File: config.mk
export PLATFORM = sky130hd
export DESIGN_NAME = piso_serializer
export DESIGN_NICKNAME = d
export VERILOG_FILES = /design/src/rtl/piso_serializer.sv
export SDC_FILE = /design/constraint.sdc
export NUM_CORES = 1
export LEC_CHECK = 0
export ABC_AREA = 0
export BUFFER_PORTS_ARGS = -buffer_cell sky130_fd_sc_hd__buf_2
export CAP_MARGIN = 20
export CORE_UTILIZATION = 55
export DETAILED_ROUTE_END_ITERATION = 12
export GPL_TIMING_DRIVEN = 0
export HOLD_SLACK_MARGIN = 0.02
export PLACE_DENSITY = 0.87
export SLEW_MARGIN = 15
export SYNTH_ARGS = -nofsm -noshare
export SYNTH_HDL_FRONTEND = slang
export SYNTH_SLANG_ARGS = --single-unit
File: constraint.sdc
create_clock -name clk -period 2.85 [get_ports clk]
set_input_delay 0.57 -clock clk [delete_from_list [all_inputs] [get_ports clk]]
set_output_delay 0.57 -clock clk [all_outputs]
set_load 0.1 [all_outputs]
File: src/rtl/piso_serializer.sv
// -----------------------------------------------------------------------------
// piso_serializer
//
// Parallel-in / serial-out converter. A WIDTH-bit word is accepted on a
// valid/ready handshake and sent one bit per clock on data_out. frame_valid
// marks the bits of a frame, and last_bit marks the final bit of the word.
// A new word can be accepted while the final bit of the current word is on the
// line, so a continuously offered stream is sent with no gap cycles.
//
// Parameters
//   WIDTH      word length in bits (2..32)
//   MSB_FIRST  1: bit WIDTH-1 is sent first, 0: bit 0 is sent first
//
// Ports
//   clk          sole clock, rising edge
//   reset        asynchronous active-low reset
//   load_valid   a parallel word is offered this cycle
//   load_data    the parallel word to serialize
//   load_ready   block accepts load_data this cycle (combinational)
//   data_out     serial bit stream (registered)
//   frame_valid  data_out carries a frame bit (registered)
//   last_bit     data_out carries the final bit of the word (registered)
//   busy         high while a word is being shifted out
// -----------------------------------------------------------------------------
module piso_serializer #(
  parameter int WIDTH     = 8,
  parameter int MSB_FIRST = 1
) (
  input  logic             clk,
  input  logic             reset,
  input  logic             load_valid,
  input  logic [WIDTH-1:0] load_data,
  output logic             load_ready,
  output logic             data_out,
  output logic             frame_valid,
  output logic             last_bit,
  output logic             busy
);

  localparam int CNT_W = $clog2(WIDTH);
  localparam logic [CNT_W-1:0] CNT_LAST = CNT_W'(WIDTH - 1);
  localparam logic [CNT_W-1:0] CNT_ONE  = CNT_W'(1);

  localparam logic [0:0] ST_IDLE  = 1'b0;
  localparam logic [0:0] ST_SHIFT = 1'b1;

  // Machine state
  logic [0:0]       state_reg;
  logic [0:0]       state_next;
  // Bits of the current word that have not yet reached data_out. The bit
  // placed on data_out is consumed at the same time, so the head of this
  // register is always the bit to send on the next edge.
  logic [WIDTH-1:0] shift_reg;
  logic [WIDTH-1:0] shift_next;
  // Index (in transmission order) of the bit currently on data_out
  logic [CNT_W-1:0] cnt_reg;
  logic [CNT_W-1:0] cnt_next;
  logic [CNT_W-1:0] cnt_inc;

  logic             data_out_reg;
  logic             data_out_next;
  logic             frame_valid_reg;
  logic             frame_valid_next;
  logic             last_bit_reg;
  logic             last_bit_next;

  logic             transfer;

  // Bit-order dependent views of the incoming word and of the shift register
  logic             load_head;   // first bit of the incoming word
  logic [WIDTH-1:0] load_rest;   // remaining bits, head-aligned
  logic             shift_head;  // next bit to send from the shift register
  logic [WIDTH-1:0] shift_rest;  // shift register after removing shift_head

  generate
    if (MSB_FIRST != 0) begin : g_msb_first
      assign load_head  = load_data[WIDTH-1];
      assign load_rest  = {load_data[WIDTH-2:0], 1'b0};
      assign shift_head = shift_reg[WIDTH-1];
      assign shift_rest = {shift_reg[WIDTH-2:0], 1'b0};
    end else begin : g_lsb_first
      assign load_head  = load_data[0];
      assign load_rest  = {1'b0, load_data[WIDTH-1:1]};
      assign shift_head = shift_reg[0];
      assign shift_rest = {1'b0, shift_reg[WIDTH-1:1]};
    end
  endgenerate

  // Ready while idle, or while the final bit of the current word is on the
  // line so the next word follows with no idle cycle.
  assign load_ready = (state_reg == ST_IDLE) || last_bit_reg;
  assign transfer   = load_valid && load_ready;
  assign cnt_inc    = cnt_reg + CNT_ONE;

  always_comb begin
    state_next       = state_reg;
    shift_next       = shift_reg;
    cnt_next         = cnt_reg;
    data_out_next    = data_out_reg;
    frame_valid_next = frame_valid_reg;
    last_bit_next    = last_bit_reg;

    if (transfer) begin
      // New word: its first bit goes straight to the output register so it
      // appears in the cycle right after the handshake edge.
      state_next       = ST_SHIFT;
      shift_next       = load_rest;
      cnt_next         = '0;
      data_out_next    = load_head;
      frame_valid_next = 1'b1;
      last_bit_next    = 1'b0;  // WIDTH >= 2, so bit 0 is never the last
    end else if (state_reg == ST_SHIFT) begin
      if (last_bit_reg) begin
        // Word finished and nothing offered: return to a quiet line
        state_next       = ST_IDLE;
        shift_next       = '0;
        cnt_next         = '0;
        data_out_next    = 1'b0;
        frame_valid_next = 1'b0;
        last_bit_next    = 1'b0;
      end else begin
        shift_next       = shift_rest;
        cnt_next         = cnt_inc;
        data_out_next    = shift_head;
        frame_valid_next = 1'b1;
        last_bit_next    = (cnt_inc == CNT_LAST);
      end
    end
  end

  always_ff @(posedge clk or negedge reset) begin
    if (!reset) begin
      state_reg       <= ST_IDLE;
      shift_reg       <= '0;
      cnt_reg         <= '0;
      data_out_reg    <= 1'b0;
      frame_valid_reg <= 1'b0;
      last_bit_reg    <= 1'b0;
    end else begin
      state_reg       <= state_next;
      shift_reg       <= shift_next;
      cnt_reg         <= cnt_next;
      data_out_reg    <= data_out_next;
      frame_valid_reg <= frame_valid_next;
      last_bit_reg    <= last_bit_next;
    end
  end

  assign data_out    = data_out_reg;
  assign frame_valid = frame_valid_reg;
  assign last_bit    = last_bit_reg;
  assign busy        = (state_reg == ST_SHIFT);

endmodule

==> results of run 1 <==
-- cells in the final DEF (no fill, tap or decap), types with 2 or more instances in the layout --
cell	n
sky130_fd_sc_hd__o221ai_2	7
sky130_fd_sc_hd__buf_2	15
sky130_fd_sc_hd__ha_1	2
sky130_fd_sc_hd__nand3_1	8
sky130_fd_sc_hd__a22o_1	2
sky130_fd_sc_hd__mux2i_1	8
sky130_fd_sc_hd__buf_6	3
sky130_fd_sc_hd__dfrtp_1	14
sky130_fd_sc_hd__clkbuf_4	3
sky130_fd_sc_hd__inv_1	8
-- power groups by stage --
stage	sequential (mW)	clock, mW	combinational [mW]
finish	0.332	0.139	0.687
global route	0.340	0.149	0.728
CTS	0.331	0.141	0.693
detailed placement	0.335	0	0.693
global placement	0.329	0	0.663
floorplan	0.488	0	0.408
-- critical path, cell delays in order, from the launching register on --
cell	delay, ps
sky130_fd_sc_hd__dfrtp_1	440
sky130_fd_sc_hd__and2b_4	220
sky130_fd_sc_hd__inv_4	130
sky130_fd_sc_hd__buf_2	450
-- path summary, 6_finish.rpt --
path | from | to | slack (ps) | cells after the start
worst max-delay path | busy | load_ready | 770 | 3
worst min-delay path | reset | frame_valid | 170 | 1
worst max register to register | cnt_reg[0] | last_bit | 1710 | 3
worst min register to register | frame_valid | frame_valid | 530 | 1
max in group asynchronous | reset | shift_reg[6] | 2440 | 1
min in group clk | frame_valid | frame_valid | 530 | 1
-- layout make-up --
class	count	area share (%)
Sequential cell	14	39.3
Multi-Input combinational cell	36	37.9
Timing Repair Buffer	14	7.85
Inverter	10	4.49
Buffer	4	4.35
Clock buffer	4	4.07
Tap cell	15	2.10
-- per-layer routing --
layer | vias to the layer above | global-route usage, % | wire [um]
li1 | 266 | - | -
met1 | 279 | 24.7 | 670
met2 | 11 | 42.5 | 800
met3 | 2 | 5.11 | 37
met4 | 0 | 7.76 | 8
met5 | - | 0 | 0
-- stage by stage --
stage                     area, um2  setup slack, ps
final                           892              774
after global placement          856             1100
after detailed placement        856             1070
after floorplan                 767              785
after CTS                       892              769
after global routing            892              739
-- cell families (layout without fill, tap and decap cells) --
| family | Yosys count | after routing |
|---|---|---|
| muxes | 9 | 9 |
| AOI/OAI and AO/OA | 12 | 12 |
| adders and majority gates | 2 | 2 |
| and+or+nand+nor | 12 | 12 |
| buffers and inverters | 14 | 32 |
| xor gates and xnor gates | 1 | 1 |
| DFF | 14 | 14 |
==> flow_metrics.tcl, run 1 <==
set metrics [dict create \
    status "finished, final reports clean" \
    post_cts_resize_count 0 \
    synthFlopType "sky130_fd_sc_hd__dfrtp_1" \
    die_height_um 39.3 \
    final_layout_size_suffix_gt1_share_pct 41.5 \
    detail_route.vias_per_cell 5.75 \
    max_capacitance_violation_count 0 \
    die_width_um 39.3 \
    worst_pin_slew_ps 486 \
    critical_path.startpoint_type "flop" \
    timing.final.max_slew_violations 0 \
    antenna_left 0 \
    yosysTopAreaCell "sky130_fd_sc_hd__dfrtp_1" \
    yosys.area_share.adder_pct 3.26 \
    synth-seq-area-share_pct 45.7 \
    number_of_enable_flip_flop_cells_after_synthesis 0 \
    clock_path_buffers 2 \
    max_clock_skew_ps 6.93 \
    regArea_um2 350 \
    grt_max_degree 15 \
    flow.area_growth_from_synthesis_pct 16.3 \
    irDropWorstVdd_v 0.000930 \
    yosysWarnings 0 \
    clock_power_share_pct 12.0 \
    core_um2 1300 \
    multi_input_area_um2 338 \
    layout_min_cycle_time_ps 2080 \
    synth_top_family_by_area "compound AO/OA/AOI/OAI gates" \
    dp_hpwl_um 1140 \
    multiplexer_fraction_of_the_synthesized_cell_area_pct 11.9 \
    power_share_of_the_sequential_group_pct 28.7 \
    p_per_area_nw_per_um2 1300 \
    cts_setup_buffers 0 \
    cts-root-buf "sky130_fd_sc_hd__clkbuf_4" \
    leakage_nw 0.431 \
    p_int_uw 562 \
    cts_buffers 3 \
    grt.overflow.total 0 \
    synthMostInstantiatedCell "sky130_fd_sc_hd__dfrtp_1" \
    ys_top_cells_by_area "sky130_fd_sc_hd__dfrtp_1, sky130_fd_sc_hd__o221ai_2, sky130_fd_sc_hd__mux2i_1, sky130_fd_sc_hd__nand3_1, sky130_fd_sc_hd__buf_6" \
    cts_tree "yes" \
    part_of_the_total_power_dissipated_in_combinational_logic_pct 59.3 \
    grtUsageTotal_pct 22.7 \
    antenna_found_initial 0 \
    synth_xor_xnor_area_share_pct 1.14 \
    maxClockFrequency_ghz 0.482 \
    pin_count 16 \
    grt_first_pass_wirelength_um 2240 \
    io_buffer_count 14 \
    rows 13 \
    insertion_delay_ps 270 \
    arrival_time_of_the_worst_setup_path_ps 1510 \
    end_kind "output port" \
    fillCellCount 111 \
    place_inst 93 \
    clk_pin_slew_ps 90 \
    drt_iter0_markers 7 \
    power_switching_uw 596 \
    cts_htree_levels 1 \
    largest_register_ff_count 7 \
    final_number_of_hold_violating_endpoints 0 \
    setup_total_negative_slack_ps 0 \
    worst_hold_slack_ps 171 \
    initial_core_util_pct 58.9 \
    drtPass1Iterations 3 \
    max_slew_margin_pct 67.8 \
    routed-via-count 558 \
    synth_commonest_cells "sky130_fd_sc_hd__dfrtp_1, sky130_fd_sc_hd__inv_1, sky130_fd_sc_hd__mux2i_1, sky130_fd_sc_hd__nand3_1, sky130_fd_sc_hd__o221ai_2" \
    syn-mean-instance-area_um2 12.0 \
    worst-setup-path-type "reg2out" \
    gp_routability_congestion 0.763 \
    detail_route.wirelength_um 1520 \
    cts_hold_buf 0 \
    synthesis.area_um2 767 \
    finalNetCount 96 \
    postSynthRegisterBits 14 \
    grt_setup_unrepaired "no" \
    drc 0 \
    crit_required_ps 2280 \
    finish.cell_count_without_fillers 97 \
    min-delay-path-class "in2async" \
    antenna_cells 0 \
    synthCells 64 \
    grt_pass1_vias 518 \
    die_area_um2 1550 \
    total_power_mw 1.16 \
    synthSimpleGateAreaFrac_pct 8.65 \
    routedWlPerCell_um 15.6 \
    postSynth.asyncResetShare_pct 100 \
    netlist.area_leader.share_pct 45.7 \
    syn-num-nets 77 \
    fin_util_pct 68.6 \
    worst-path-max-fanout 9 \
    power.share.switching_pct 51.5 \
    ys_types 20 \
    complex_gate_fraction_of_the_synthesized_area_pct 19.1 \
    cts_num_sinks 14 \
    setup_viol_count_final 0 \
    finalCritPeriodShare_pct 72.8 \
]
Power figures use the tool's default switching activity.
==> run 2, diff against run 1 <==
--- a/config.mk
+++ b/config.mk
@@ -5,14 +5,14 @@
 export SDC_FILE = /design/constraint.sdc
 export NUM_CORES = 1
 export LEC_CHECK = 0
-export ABC_AREA = 0
+export ABC_AREA = 1
 export BUFFER_PORTS_ARGS = -buffer_cell sky130_fd_sc_hd__buf_2
 export CAP_MARGIN = 20
-export CORE_UTILIZATION = 55
+export CORE_UTILIZATION = 50
 export DETAILED_ROUTE_END_ITERATION = 12
 export GPL_TIMING_DRIVEN = 0
 export HOLD_SLACK_MARGIN = 0.02
-export PLACE_DENSITY = 0.87
+export PLACE_DENSITY = 0.82
 export SLEW_MARGIN = 15
 export SYNTH_ARGS = -nofsm -noshare
 export SYNTH_HDL_FRONTEND = slang
==> constraint.sdc (replaced) <==
create_clock -name clk -period 2.1 [get_ports clk]
set_input_delay 0.42 -clock clk [delete_from_list [all_inputs] [get_ports clk]]
set_output_delay 0.42 -clock clk [all_outputs]
set_load 0.1 [all_outputs]
==> run 2 against run 1 <==
Register-to-register slack got worse by 700 ps; clock skew decreased by 4.9 ps; critical path depth unchanged; clock-buffer cell count decreased by 1; worst hold slack got worse by 150 ps; via count increased by 15%; setup slack got worse by 470 ps; synthesized cell count increased by 38%; critical endpoint unchanged; highest routed layer unchanged.
==> flow_metrics.tcl, run 2 <==
set metrics [dict create \
    status "finished, final reports clean" \
    syn-num-nets 101 \
    crit_required_ps 1680 \
    insertion_delay_ps 270 \
    worst_pin_slew_ps 490 \
    setup_viol_count_final 0 \
    initial_core_util_pct 54.5 \
    detail_route.vias_per_cell 5.36 \
    fin_util_pct 63.0 \
    grt_first_pass_wirelength_um 2280 \
    drt_iter0_markers 12 \
    rows 13 \
    grt_max_degree 15 \
    largest_register_ff_count 7 \
    dp_hpwl_um 995 \
    fillCellCount 120 \
    routedWlPerCell_um 11.8 \
    layout_min_cycle_time_ps 1800 \
    setup_total_negative_slack_ps 0 \
    final_number_of_hold_violating_endpoints 0 \
    multi_input_area_um2 295 \
    postSynth.asyncResetShare_pct 100 \
    grt.overflow.total 0 \
    end_kind "output port" \
    postSynthRegisterBits 14 \
    finish.cell_count_without_fillers 120 \
    place_inst 117 \
    min-delay-path-class "in2async" \
    finalNetCount 120 \
    die_width_um 39.9 \
    antenna_left 0 \
    io_buffer_count 14 \
    synthFlopType "sky130_fd_sc_hd__dfrtp_1" \
    finalCritPeriodShare_pct 85.7 \
    layout.cells.most_common "sky130_fd_sc_hd__nand2_1" \
    synthesis.area_um2 718 \
    ys_top_cells_by_area "sky130_fd_sc_hd__dfrtp_1, sky130_fd_sc_hd__nand3_1, sky130_fd_sc_hd__nand2_1, sky130_fd_sc_hd__inv_1, sky130_fd_sc_hd__ha_1" \
    synthCells 88 \
    regArea_um2 350 \
    max_clock_skew_ps 1.98 \
    cts_tree "yes" \
    cts_hold_buf 0 \
    maxClockFrequency_ghz 0.556 \
    cts-root-buf "sky130_fd_sc_hd__clkbuf_4" \
    cts_buffers 3 \
    drtPass1Iterations 4 \
    flow.area_growth_from_synthesis_pct 15.5 \
    final_cell_mix "sky130_fd_sc_hd__nand2_1, sky130_fd_sc_hd__nand3_1, sky130_fd_sc_hd__buf_2" \
    grt_pass1_vias 555 \
    setup.reg_to_reg.worst_slack_ps 1010 \
    core_um2 1320 \
    die_height_um 39.9 \
    antenna_found_initial 0 \
    yosysWarnings 0 \
    worst-setup-path-type "reg2out" \
    worst-path-max-fanout 10 \
    yosysTopAreaCell "sky130_fd_sc_hd__dfrtp_1" \
    antenna_cells 0 \
    clk_pin_slew_ps 80 \
    syn-mean-instance-area_um2 8.16 \
    detail_route.wirelength_um 1410 \
    drc 0 \
    critical_path.startpoint_type "flop" \
    post_cts_resize_count 0 \
    number_of_enable_flip_flop_cells_after_synthesis 0 \
    synth_commonest_cells "sky130_fd_sc_hd__nand2_1, sky130_fd_sc_hd__nand3_1, sky130_fd_sc_hd__dfrtp_1" \
    netlist.area_leader.share_pct 48.8 \
    die_area_um2 1590 \
    synthMostInstantiatedCell "sky130_fd_sc_hd__nand2_1" \
    cts_num_sinks 14 \
    grtUsageTotal_pct 22.3 \
    synth-seq-area-share_pct 48.8 \
    grt_setup_unrepaired "no" \
    cts_setup_buffers 0 \
    ys_types 13 \
    final_layout_size_suffix_gt1_share_pct 22.9 \
    gp_routability_congestion 0.802 \
    max_capacitance_violation_count 0 \
    pin_count 16 \
    max_slew_margin_pct 67.6 \
    routed-via-count 643 \
    arrival_time_of_the_worst_setup_path_ps 1380 \
    cts_htree_levels 1 \
    timing.final.max_slew_violations 0 \
    clock_path_buffers 2 \
]
## run 2: changes by cell type after synthesis, moves of 2 or more
cell / change
sky130_fd_sc_hd__nand2_4: +2
sky130_fd_sc_hd__nand2_1: +25
sky130_fd_sc_hd__nand3_1: +16
sky130_fd_sc_hd__o21ai_0: +2
sky130_fd_sc_hd__a22o_1: -2
sky130_fd_sc_hd__mux2i_1: -8
sky130_fd_sc_hd__nor2_1: +2
sky130_fd_sc_hd__o221ai_2: -7
## run 2: logic make-up after synthesis
kind of cell	share of synthesized area, %
buf+inv	10.1
fa+ha+maj	3.48
compound gates	2.09
simple gates	35.5
flops	48.8
## run 2: routing by layer
layer  GRT usage [%]  up-vias  part of all wire, %
met5               0        -                    0
met4            12.9        0                 0.78
met3            5.11        2                  3.8
met2            36.7       16                   47
met1            26.1      307                   48
li1                -      318                    -
## run 2: layout make-up
cell class	count	share of cell area, %
sequential	14	42.2
tap	15	2.26
buffer	4	4.22
multi-input combinational	60	35.6
clock buffer	3	2.71
timing repair buffer	14	8.45
inverter	10	4.52
## run 2: stage by stage
step,hold slack (ps),setup WS [ps],cell area (um2)
floorplan,124,207,718
global placement,327,597,807
detailed placement,333,601,807
CTS,30.5,287,830
global route,43.9,254,830
finish,25.0,300,830
## run 2: path summary, 6_finish.rpt
| kind | from | end | cells past startpoint |
|---|---|---|---|
| setup / recovery | busy | load_ready | 3 |
| hold / removal | reset | cnt_reg[2] | 1 |
| setup reg to reg | last_bit | shift_reg[3] | 7 |
| hold reg to reg | shift_reg[3] | shift_reg[4] | 2 |
| max in group asynchronous | reset | shift_reg[2] | 1 |
| min in group clk | load_data[0] | shift_reg[1] | 3 |
## run 2: critical path: stages (launching register included)
cell and delay, ps:
sky130_fd_sc_hd__dfrtp_1 430, sky130_fd_sc_hd__nand2_4 110, sky130_fd_sc_hd__buf_6 140, sky130_fd_sc_hd__buf_2 430
Power of run 2 is left out: the tool's default activity adds up to more than one toggle a clock period on the data nets, which glitch-free logic cannot reach.
